==> src/rtl/arm_writeback.sv <==
// ---------------------------------------------------------------------------
// arm_writeback -- writeback stage of the ARM integer pipeline.
//
// Takes one retiring instruction per clock from the memory stage. It formats
// load data (unaligned word rotate, byte/halfword extract, sign/zero extend)
// and drives two register-file write ports: Rd on port 0, and the
// auto-indexed base Rn on port 1. The stage also holds the CPSR NZCV flags
// and raises a one-cycle PC redirect whenever R15 is written.
//
// Every output is registered, so a write strobe appears one cycle after the
// accept (accept = in_valid && in_ready).
//
// Optional build macro: WB_RETIRE_CNT_EN
//   When defined, the stage gains a 32-bit retire_count output. The counter
//   increments on every accept and wraps.
//
// Ports:
//   clk, rst_n            clock, asynchronous active-low reset
//   in_valid / in_ready   memory-stage handshake (in_ready = !rf_busy)
//   rf_busy               register file cannot take a write this cycle
//   alu_result            execute result / address
//   mem_rdata             raw aligned word from data memory
//   mem_addr_lo           low two address bits of the load
//   is_load, ld_size,     load formatting controls
//   ld_signed
//   rd, rd_we             destination register and its write enable
//   rn, rn_we, rn_value   base register writeback
//   flags_in, flags_we    NZCV from execute and its update enable
//   rf_we0/waddr0/wdata0  write port 0 (Rd)
//   rf_we1/waddr1/wdata1  write port 1 (Rn)
//   cpsr_flags            current NZCV
//   pc_redirect           one-cycle pulse when R15 is written
//   pc_target             redirect address (word aligned)
//   retire_count          (WB_RETIRE_CNT_EN only) retired instruction count
// ---------------------------------------------------------------------------
module arm_writeback #(
  parameter int DATA_W = 32,
  parameter int REG_AW = 4
) (
  input  logic              clk,
  input  logic              rst_n,
  input  logic              in_valid,
  output logic              in_ready,
  input  logic              rf_busy,
  input  logic [DATA_W-1:0] alu_result,
  input  logic [DATA_W-1:0] mem_rdata,
  input  logic [1:0]        mem_addr_lo,
  input  logic              is_load,
  input  logic [1:0]        ld_size,
  input  logic              ld_signed,
  input  logic [REG_AW-1:0] rd,
  input  logic              rd_we,
  input  logic [REG_AW-1:0] rn,
  input  logic              rn_we,
  input  logic [DATA_W-1:0] rn_value,
  input  logic [3:0]        flags_in,
  input  logic              flags_we,
  output logic              rf_we0,
  output logic [REG_AW-1:0] rf_waddr0,
  output logic [DATA_W-1:0] rf_wdata0,
  output logic              rf_we1,
  output logic [REG_AW-1:0] rf_waddr1,
  output logic [DATA_W-1:0] rf_wdata1,
  output logic [3:0]        cpsr_flags,
  output logic              pc_redirect,
`ifdef WB_RETIRE_CNT_EN
  output logic [31:0]       retire_count,
`endif
  output logic [DATA_W-1:0] pc_target
);

  logic              w_accept;
  logic              w_rd_is_pc;
  logic              w_rn_is_pc;
  logic              w_port1_ok;
  logic [DATA_W-1:0] w_rot_word;
  logic [7:0]        w_byte;
  logic [15:0]       w_half;
  logic [DATA_W-1:0] w_load_data;
  logic [DATA_W-1:0] w_rd_data;

  logic              r_we0;
  logic [REG_AW-1:0] r_waddr0;
  logic [DATA_W-1:0] r_wdata0;
  logic              r_we1;
  logic [REG_AW-1:0] r_waddr1;
  logic [DATA_W-1:0] r_wdata1;
  logic [3:0]        r_flags;
  logic              r_redirect;
  logic [DATA_W-1:0] r_target;

  assign in_ready = !rf_busy;
  assign w_accept = in_valid && !rf_busy;

  // R15 is the all-ones register index.
  assign w_rd_is_pc = &rd;
  assign w_rn_is_pc = &rn;

  // Port 1 gives way to port 0 when both target the same register, so the
  // loaded value wins. A base writeback to R15 is dropped and does not
  // redirect.
  assign w_port1_ok = rn_we && !(rd_we && (rd == rn)) && !w_rn_is_pc;

  // Load data formatting
  always_comb begin
    w_rot_word = mem_rdata;
    w_byte     = mem_rdata[7:0];
    case (mem_addr_lo)
      2'd0: begin
        w_rot_word = mem_rdata;
        w_byte     = mem_rdata[7:0];
      end
      2'd1: begin
        w_rot_word = {mem_rdata[7:0], mem_rdata[31:8]};
        w_byte     = mem_rdata[15:8];
      end
      2'd2: begin
        w_rot_word = {mem_rdata[15:0], mem_rdata[31:16]};
        w_byte     = mem_rdata[23:16];
      end
      default: begin
        w_rot_word = {mem_rdata[23:0], mem_rdata[31:24]};
        w_byte     = mem_rdata[31:24];
      end
    endcase
  end

  // Halfword selection uses only addr[1]; an odd halfword address is not
  // realigned.
  assign w_half = mem_addr_lo[1] ? mem_rdata[31:16] : mem_rdata[15:0];

  always_comb begin
    w_load_data = w_rot_word;
    case (ld_size)
      2'b01:   w_load_data = {{24{ld_signed & w_byte[7]}}, w_byte};
      2'b10:   w_load_data = {{16{ld_signed & w_half[15]}}, w_half};
      default: w_load_data = w_rot_word;   // 00 and 11 are word loads
    endcase
  end

  assign w_rd_data = is_load ? w_load_data : alu_result;

  // Output registers. The strobes are recomputed every cycle, so they fall
  // after one cycle. Address and data registers hold their last accepted
  // value.
  always_ff @(posedge clk or negedge rst_n) begin
    if (!rst_n) begin
      r_we0      <= 1'b0;
      r_waddr0   <= '0;
      r_wdata0   <= '0;
      r_we1      <= 1'b0;
      r_waddr1   <= '0;
      r_wdata1   <= '0;
      r_flags    <= 4'b0000;
      r_redirect <= 1'b0;
      r_target   <= '0;
    end else begin
      r_we0      <= w_accept && rd_we;
      r_we1      <= w_accept && w_port1_ok;
      r_redirect <= w_accept && rd_we && w_rd_is_pc;
      if (w_accept) begin
        r_waddr0 <= rd;
        r_wdata0 <= w_rd_data;
        r_waddr1 <= rn;
        r_wdata1 <= rn_value;
        if (flags_we) begin
          r_flags <= flags_in;
        end
        if (rd_we && w_rd_is_pc) begin
          r_target <= {w_rd_data[DATA_W-1:2], 2'b00};
        end
      end
    end
  end

`ifdef WB_RETIRE_CNT_EN
  logic [31:0] r_retire_cnt;

  always_ff @(posedge clk or negedge rst_n) begin
    if (!rst_n) begin
      r_retire_cnt <= '0;
    end else if (w_accept) begin
      r_retire_cnt <= r_retire_cnt + 32'd1;   // wraps naturally
    end
  end

  assign retire_count = r_retire_cnt;
`endif

  assign rf_we0      = r_we0;
  assign rf_waddr0   = r_waddr0;
  assign rf_wdata0   = r_wdata0;
  assign rf_we1      = r_we1;
  assign rf_waddr1   = r_waddr1;
  assign rf_wdata1   = r_wdata1;
  assign cpsr_flags  = r_flags;
  assign pc_redirect = r_redirect;
  assign pc_target   = r_target;

endmodule

==> config.mk <==
export PLATFORM = sky130hd
export DESIGN_NAME = arm_writeback
export DESIGN_NICKNAME = d
export VERILOG_FILES = /design/src/rtl/arm_writeback.sv
export SDC_FILE = /design/constraint.sdc
export NUM_CORES = 1
export LEC_CHECK = 0
export ABC_AREA = 1
export CELL_PAD_IN_SITES_DETAIL_PLACEMENT = 0
export CELL_PAD_IN_SITES_GLOBAL_PLACEMENT = 1
export CORE_AREA = 8 8 143 145
export CTS_CLUSTER_SIZE = 16
export DETAILED_ROUTE_END_ITERATION = 16
export DIE_AREA = 0 0 151 153
export PLACE_DENSITY_LB_ADDON = 0.1
export SLEW_MARGIN = 20
export SYNTH_ARGS = -nofsm -noshare
export SYNTH_HDL_FRONTEND = slang
export SYNTH_SLANG_ARGS = --single-unit
==> constraint.sdc <==
create_clock -name clk -period 1.59 [get_ports clk]
set_input_delay 0.2385 -clock clk [delete_from_list [all_inputs] [get_ports clk]]
set_output_delay 0.2385 -clock clk [all_outputs]
set_load 0.02 [all_outputs]
==> results of run 1 <==
## path summary, 6_finish.rpt
| path | start | end | slack, ns | depth (start not counted) |
|---|---|---|---|---|
| min in group clk | rn_value[19] | rf_wdata1[19] | 0.41 | 3 |
| hold reg to reg | rf_wdata1[3] | rf_wdata1[3] | 0.47 | 2 |
| setup / recovery | pc_target[20] | pc_target[20] | 0.03 | 1 |
| setup reg to reg | cpsr_flags[1] | cpsr_flags[1] | 0.84 | 1 |
| hold / removal | rst_n | rf_wdata0[7] | 0.36 | 2 |
| max in group asynchronous | rst_n | pc_target[6] | 0.70 | 3 |
## power breakdown
part,switching (uW),internal (uW)
Combinational,1580,1250
Clock,1090,1130
Sequential,203,3150
Total,2870,5520
## state kept, by name, summed over array words and instances (netlist names)
register / count
rf_wdata0: 32
rf_wdata1: 32
pc_target: 30
cpsr_flags: 4
rf_waddr0: 4
rf_waddr1: 4
pc_redirect: 1
rf_we0: 1
rf_we1: 1
## kinds of logic after synthesis
kind of cell    Yosys count
compound gates          103
fa+ha+maj                 2
buf+inv                  82
flops                   109
mux                       5
other cells               1
simple gates            486
## metrics by stage
stage / util / power (uW) / TNS [ns] / cells / worst slack [ns]
floorplan: - / 4700 / 0 / 789 / 0.0158
CTS: 0.507 / 8480 / 0 / 1306 / 0.000116
global route: 0.521 / 8860 / -0.0551 / 1312 / -0.0375
finish: 0.521 / 8390 / 0 / 1312 / 0.0262
detailed placement: 0.487 / 6350 / -32.67 / 1284 / -0.706
global placement: 0.487 / 6350 / -32.62 / 1284 / -0.679
## timing repair
item | in CTS | in global routing
gates cloned | 2 | 1
resized for setup | 84 | 72
hold buffers | 1 | 0
setup buffers | 3 | 5
setup endpoints to repair | 125 | 97
hold endpoints to repair | 19 | 0
pin swaps | 6 | 11
## cell type report
class                      count  area [um2]  area share
tap                          234         293      0.0308
timing repair buffer         315        3120       0.328
clock inverter                 5        42.5     0.00447
clock buffer                  11         243      0.0255
inverter                      38         153      0.0161
multi-input combinational    600        2930       0.308
sequential                   109        2730       0.287
## metal layers
metal / track usage / routed length, um / up-vias
met5: 0 / 0 / -
met4: 0.0575 / 429 / 0
met3: 0.0602 / 1890 / 23
met2: 0.339 / 11200 / 189
met1: 0.251 / 9760 / 2861
li1: - / - / 3100
## layout by cell type (no fill, tap or decap), types with 2 or more instances in the layout
cell                              Yosys  final
sky130_fd_sc_hd__a21oi_1             38     32
sky130_fd_sc_hd__a21oi_2              3      7
sky130_fd_sc_hd__a21oi_4              0      2
sky130_fd_sc_hd__and2_1               2      2
sky130_fd_sc_hd__buf_12               2     10
sky130_fd_sc_hd__buf_4                4     67
sky130_fd_sc_hd__buf_6                6      7
sky130_fd_sc_hd__clkbuf_16            0     10
sky130_fd_sc_hd__clkdlybuf4s50_1      0    124
sky130_fd_sc_hd__clkinvlp_4           0      2
sky130_fd_sc_hd__conb_1               1      2
sky130_fd_sc_hd__dfrtp_1            109    109
sky130_fd_sc_hd__dlygate4sd2_1        0     65
sky130_fd_sc_hd__dlymetal6s2s_1       0     39
sky130_fd_sc_hd__inv_1               32     31
sky130_fd_sc_hd__inv_2                5      5
sky130_fd_sc_hd__inv_8                0      3
sky130_fd_sc_hd__mux2_2               4      4
sky130_fd_sc_hd__nand2_1            317    311
sky130_fd_sc_hd__nand2_2             11     15
sky130_fd_sc_hd__nand2_4              2      2
sky130_fd_sc_hd__nand2_8              0      3
sky130_fd_sc_hd__nand3_1             79     75
sky130_fd_sc_hd__nand3_2              2      5
sky130_fd_sc_hd__nand3_4              1      2
sky130_fd_sc_hd__nand4_1              7      7
sky130_fd_sc_hd__nor2_1              33     30
sky130_fd_sc_hd__nor2_4               2      6
sky130_fd_sc_hd__o211ai_1             3      3
sky130_fd_sc_hd__o21ai_0             44     35
sky130_fd_sc_hd__o21ai_1             13     22
sky130_fd_sc_hd__o21ai_2              2      2
sky130_fd_sc_hd__or2_2               26     26
==> Flow_metrics.wiki, run 1 <==
{| class="wikitable"
! Metric !! Value
|-
| Status || complete, no violations
|-
| Post-synthesis simple-gate area fraction || 0.360
|-
| I/O pin total || 233
|-
| DR vias || 6,173
|-
| Clock latency on the worst-skew pair || 0.36 ns
|-
| Fill cells || 1,811
|-
| Die boundary width || 151 um
|-
| Setup violation total in the final timing report || 0
|-
| Wire length of the first global-routing pass || 36.7 mm
|-
| Peak ir drop on the vdd network || 525 uV
|-
| Tightest hold margin || 0.363 ns
|-
| Number of different library cells in the post-synthesis netlist || 36
|-
| Total count of max-transition violations in the final report || 0
|-
| H-tree levels || 3
|-
| Detailed placement HPWL || 17.5 mm
|-
| Post-route antenna net violation count || 0
|-
| Worst Hold Class || in2async
|-
| Via density || 4.71
|-
| Most common library cells after synthesis || sky130_fd_sc_hd__nand2_1 (317), sky130_fd_sc_hd__dfrtp_1 (109), sky130_fd_sc_hd__nand3_1 (79), sky130_fd_sc_hd__o21ai_0 (44), sky130_fd_sc_hd__a21oi_1 (38)
|-
| Fraction of the mapped netlist area in compound gates || 0.0917
|-
| Largest net degree at the start of global routing || 32
|-
| Post-synthesis adder-cell area fraction || 0.00423
|-
| Core area || 18,300 um2
|-
| Post-Layout Inst Area || 9510 um2
|-
| Master of the slowest instance on the critical path || sky130_fd_sc_hd__clkdlybuf4s50_1
|-
| PwrDens || 883 nW/um2
|-
| Async SR Flop Fraction || 1.00
|-
| Vias in the first global route || 6,500
|-
| Clock Sink Count || 109
|-
| Final wirelength || 23.3 mm
|-
| Count of input and output buffers || 230
|-
| Initial Util || 0.323
|-
| Shortest period the worst path allows || 1.56 ns
|-
| Die height || 153 um
|-
| Unrepaired setup endpoints after global routing || true
|-
| Period utilization || 0.984
|-
| Lkg Pwr || 0.00521 uW
|-
| Final RePlAce weighted congestion || 0.844
|-
| Worst setup SP type || flop
|-
| Deepest clock path buffer count || 2
|-
| Req. time, crit path || 1.35 ns
|-
| Worst Setup End Kind || output port
|-
| Avg Synthesized Cell Area || 7.50 um2
|-
| Total clock buffers created by CTS || 9
|-
| Residual DRC || 0
|-
| #FFs+latches synth || 109
|-
| Critical path's largest stage delay || 0.62 ns
|-
| Clock tree from TritonCTS || built
|-
| First-pass detailed-route iteration total || 5
|-
| Sequential element share of the synthesized area || 0.462
|-
| Antenna violations before repair || 0
|-
| Instance area after placement || 8900 um2
|-
| Largest fanout of any net on the critical path || 2
|-
| Post-synth top area cell || sky130_fd_sc_hd__dfrtp_1
|-
| Data arrival time of the critical path || 1.33 ns
|-
| Mux share of post-synthesis cell area || 0.00932
|-
| Gate family responsible for the most delay along the worst path || buffers and inverters
|-
| Global route total overflow || 0
|-
| Xor-xnor portion of the synthesized cell area || 0
|-
| Die Outline Area || 23,100 um2
|-
| Gate count after technology mapping || 788
|-
| Global routing usage summed across all routing layers || 0.204
|-
| Max-capacitance violation count || 0
|-
| Number of endpoints with negative hold slack in the final report || 0
|-
| Initial detailed-routing violation count || 282
|-
| Yosys synthesis warning count || 0
|-
| Clk_skew || 0 ns
|-
| Combined buffer and inverter count along the critical path || 1
|-
| Clock root buffer || sky130_fd_sc_hd__clkbuf_16
|-
| Maximum achievable frequency || 639 MHz
|-
| Final nets || 1,196
|-
| Antenna diode instance count || 0
|-
| Routed wirelength normalized by instance count || 17.8 um
|-
| Largest family of logic cells by synthesized area || simple AND/OR/NAND/NOR gates
|-
| Ordered list of cells on the worst path || clkdlybuf4s50_1
|-
| Row count || 50
|-
| Most common cell in the synthesized netlist || sky130_fd_sc_hd__nand2_1
|-
| Post-synth top area share || 0.462
|-
| Start-to-end type of the worst setup path || reg2out
|-
| Number of flops mapped to enable cells by yosys || 0
|-
| Post-synthesis cell area || 5910 um2
|-
| Clock transition time at the flip-flop clock pins of the worst setup and hold paths || 0.08 ns
|-
| Top FF cell, synth || sky130_fd_sc_hd__dfrtp_1
|-
| Layout cell share with drive strength beyond 1 || 0.173
|-
| Largest cells by area after synthesis || sky130_fd_sc_hd__dfrtp_1 (46%), sky130_fd_sc_hd__nand2_1 (20%), sky130_fd_sc_hd__nand3_1 (6.7%)
|-
| Layout Area Growth over Synthesis || 60.9%
|}
(Power assumes the default switching activity.)
==> run 2, diff against run 1 <==
--- a/config.mk
+++ b/config.mk
@@ -13,6 +13,7 @@
 export DETAILED_ROUTE_END_ITERATION = 16
 export DIE_AREA = 0 0 151 153
 export PLACE_DENSITY_LB_ADDON = 0.1
+export SETUP_SLACK_MARGIN = 0.2
 export SLEW_MARGIN = 20
 export SYNTH_ARGS = -nofsm -noshare
 export SYNTH_HDL_FRONTEND = slang
==> Flow_metrics.wiki, run 2 (same netlist as run 1, synthesis figures left out) <==
{| class="wikitable"
! Metric !! Value
|-
| Status || complete, no violations (unchanged)
|-
| Final RePlAce weighted congestion || 0.917 (was 0.844)
|-
| Die boundary width || 151 um (unchanged)
|-
| Fraction of power spent switching nets || 0.349 (was 0.342)
|-
| Combinational share of power || 0.327 (was 0.336)
|-
| Clock latency on the worst-skew pair || 0.35 ns (was 0.36 ns)
|-
| Largest net degree at the start of global routing || 29 (was 32)
|-
| Period utilization || 0.849 (was 0.984)
|-
| Largest fanout of any net on the critical path || 2 (unchanged)
|-
| Number of endpoints with negative hold slack in the final report || 0 (unchanged)
|-
| Gate family responsible for the most delay along the worst path || buffers and inverters (unchanged)
|-
| Count of input and output buffers || 230 (unchanged)
|-
| Commonest non-fill, non-tap cell in the layout || sky130_fd_sc_hd__nand2_1 (unchanged)
|-
| Clock Sink Count || 109 (unchanged)
|-
| Final nets || 1,208 (was 1,196)
|-
| Final Power || 8380 uW (was 8390 uW)
|-
| Unrepaired setup endpoints after global routing || false (was true)
|-
| Cell-internal power || 5460 uW (was 5520 uW)
|-
| Peak ir drop on the vdd network || 476 uV (was 525 uV)
|-
| Maximum achievable frequency || 741 MHz (was 639 MHz)
|-
| Clk_skew || 0 ns (unchanged)
|-
| I/O pin total || 233 (unchanged)
|-
| Worst Hold Class || in2async (unchanged)
|-
| H-tree levels || 3 (unchanged)
|-
| Req. time, crit path || 1.35 ns (about the same)
|-
| Post-route antenna net violation count || 0 (unchanged)
|-
| Register-to-Register Setup Slack || 0.84 ns (about the same)
|-
| Wire length of the first global-routing pass || 35.4 mm (was 36.7 mm)
|-
| Die Outline Area || 23,100 um2 (unchanged)
|-
| Global routing usage summed across all routing layers || 0.196 (was 0.204)
|-
| Residual DRC || 0 (unchanged)
|-
| Max-capacitance violation count || 0 (unchanged)
|-
| Antenna diode instance count || 0 (unchanged)
|-
| Path depth of the worst reg2reg path || 1 (unchanged)
|-
| Instance area after placement || 9080 um2 (was 8900 um2)
|-
| Vias in the first global route || 6,281 (was 6,500)
|-
| Fraction of the core area covered by cells at the end of the flow || 0.516 (was 0.521)
|-
| First-pass detailed-route iteration total || 5 (unchanged)
|-
| Fill cells || 1,886 (was 1,811)
|-
| Most frequent cells in the layout || sky130_fd_sc_hd__nand2_1 (307), sky130_fd_sc_hd__clkdlybuf4s50_1 (114), sky130_fd_sc_hd__dlygate4sd2_1 (110) (was sky130_fd_sc_hd__nand2_1 (311), sky130_fd_sc_hd__clkdlybuf4s50_1 (124), sky130_fd_sc_hd__dfrtp_1 (109))
|-
| Layout Area Growth over Synthesis || 59.4% (was 60.9%)
|-
| Setup TNS || 0 ns (unchanged)
|-
| PwrDens || 889 nW/um2 (was 883 nW/um2)
|-
| Data arrival time of the critical path || 1.11 ns (was 1.33 ns)
|-
| Post-Layout Inst Area || 9420 um2 (was 9510 um2)
|-
| Clock network fraction of total power || 0.274 (was 0.264)
|-
| Clock tree from TritonCTS || built (unchanged)
|-
| Antenna violations before repair || 0 (unchanged)
|-
| Total count of max-transition violations in the final report || 0 (unchanged)
|-
| Routed wirelength normalized by instance count || 17.3 um (was 17.8 um)
|-
| Part of the total power dissipated in sequential elements || 0.398 (was 0.400)
|-
| Tightest hold margin || 0.322 ns (was 0.363 ns)
|-
| Initial detailed-routing violation count || 372 (was 282)
|-
| Combined buffer and inverter count along the critical path || 1 (unchanged)
|-
| Sw Pwr || 2920 uW (was 2870 uW)
|-
| Via density || 4.69 (was 4.71)
|-
| Capture instance of the worst register-to-register path || cpsr_flags[2] (was cpsr_flags[1])
|-
| Worst setup SP type || flop (unchanged)
|-
| DR vias || 6,203 (was 6,173)
|-
| Detailed placement HPWL || 17.8 mm (was 17.5 mm)
|-
| Clock transition time at the flip-flop clock pins of the worst setup and hold paths || 0.08 ns (about the same)
|-
| Lkg Pwr || 0.00490 uW (was 0.00521 uW)
|-
| Layout cell share with drive strength beyond 1 || 0.194 (was 0.173)
|-
| Launch point of the worst reg-to-reg path || cpsr_flags[2] (was cpsr_flags[1])
|-
| Total clock buffers created by CTS || 9 (unchanged)
|-
| Die height || 153 um (unchanged)
|-
| Core area || 18,300 um2 (unchanged)
|-
| Shortest period the worst path allows || 1.35 ns (was 1.56 ns)
|-
| Master of the slowest instance on the critical path || sky130_fd_sc_hd__dlygate4sd2_1 (was sky130_fd_sc_hd__clkdlybuf4s50_1)
|-
| Initial Util || 0.323 (unchanged)
|-
| Ordered list of cells on the worst path || dlygate4sd2_1 (was clkdlybuf4s50_1)
|-
| Deepest clock path buffer count || 2 (unchanged)
|-
| Start-to-end type of the worst setup path || reg2out (unchanged)
|-
| Critical path's largest stage delay || 0.40 ns (was 0.62 ns)
|-
| Clock root buffer || sky130_fd_sc_hd__clkbuf_16 (unchanged)
|-
| Worst Setup End Kind || output port (unchanged)
|-
| Setup violation total in the final timing report || 0 (unchanged)
|-
| Row count || 50 (unchanged)
|-
| Final wirelength || 22.9 mm (was 23.3 mm)
|-
| Global route total overflow || 0 (unchanged)
|}
run 2: cell types whose count changed in the layout (fill, tap and decap cells not counted), sizes merged, moves of 10 or more:
| cell | delta |
|---|---|
| dlymetal6s2s | -38 |
| dlygate4sd2 | +45 |
| buf | +14 |
| clkdlybuf4s50 | -10 |
run 2: worst max path at each step:
stage / slack (ns) / startpoint / depth (start not counted) / end
after CTS: 0.21 / ld_size[0] / 10 / rf_wdata0[0]
final: 0.24 / pc_target[6] / 1 / pc_target[6]
after detailed placement: -0.49 / ld_size[0] / 11 / rf_wdata0[23]
after global placement: -0.46 / ld_size[0] / 11 / rf_wdata0[23]
after global routing: 0.18 / mem_rdata[15] / 10 / rf_wdata0[28]
after floorplan: 0.19 / ld_size[0] / 11 / rf_wdata0[27]
run 2: cell type report:
type / count / area [um2] / area share
sequential: 109 / 2730 / 0.290
multi-input combinational: 599 / 2950 / 0.313
clock inverter: 6 / 52.6 / 0.00558
clock buffer: 10 / 239 / 0.0254
timing repair buffer: 328 / 3010 / 0.319
inverter: 38 / 150 / 0.0159
tap: 234 / 293 / 0.0311
run 2: through the flow:
stage	worst slack, ns	cells
detailed placement	-0.486	1294
CTS	0.206	1314
global route	0.177	1324
finish	0.240	1324
global placement	-0.458	1294
floorplan	0.190	789
run 2: metal layers:
layer / vias up / GRT usage / share of wire
met4: 0 / 0.0453 / 0.013
met3: 20 / 0.0588 / 0.089
li1: 3113 / - / -
met1: 2872 / 0.251 / 0.43
met2: 198 / 0.315 / 0.47
met5: - / 0 / 0
run 2: timing repair:
item	in CTS	in global routing
pin swaps	3	15
setup endpoints to repair	172	54
cloned	0	1
gates resized for setup	120	28
hold buffers	1	0
endpoints found under the hold margin	13	0
setup buffers	3	9
run 2: power by group through the flow:
stage / Clock [uW] / Sequential (uW) / Combinational [uW]
2_1_floorplan: 0 / 3880 / 870
3_3_place_gp: 0 / 3400 / 2990
3_5_place_dp: 0 / 3400 / 2990
4_1_cts: 2390 / 3340 / 2740
5_1_grt: 2470 / 3390 / 2990
6_report: 2300 / 3340 / 2740
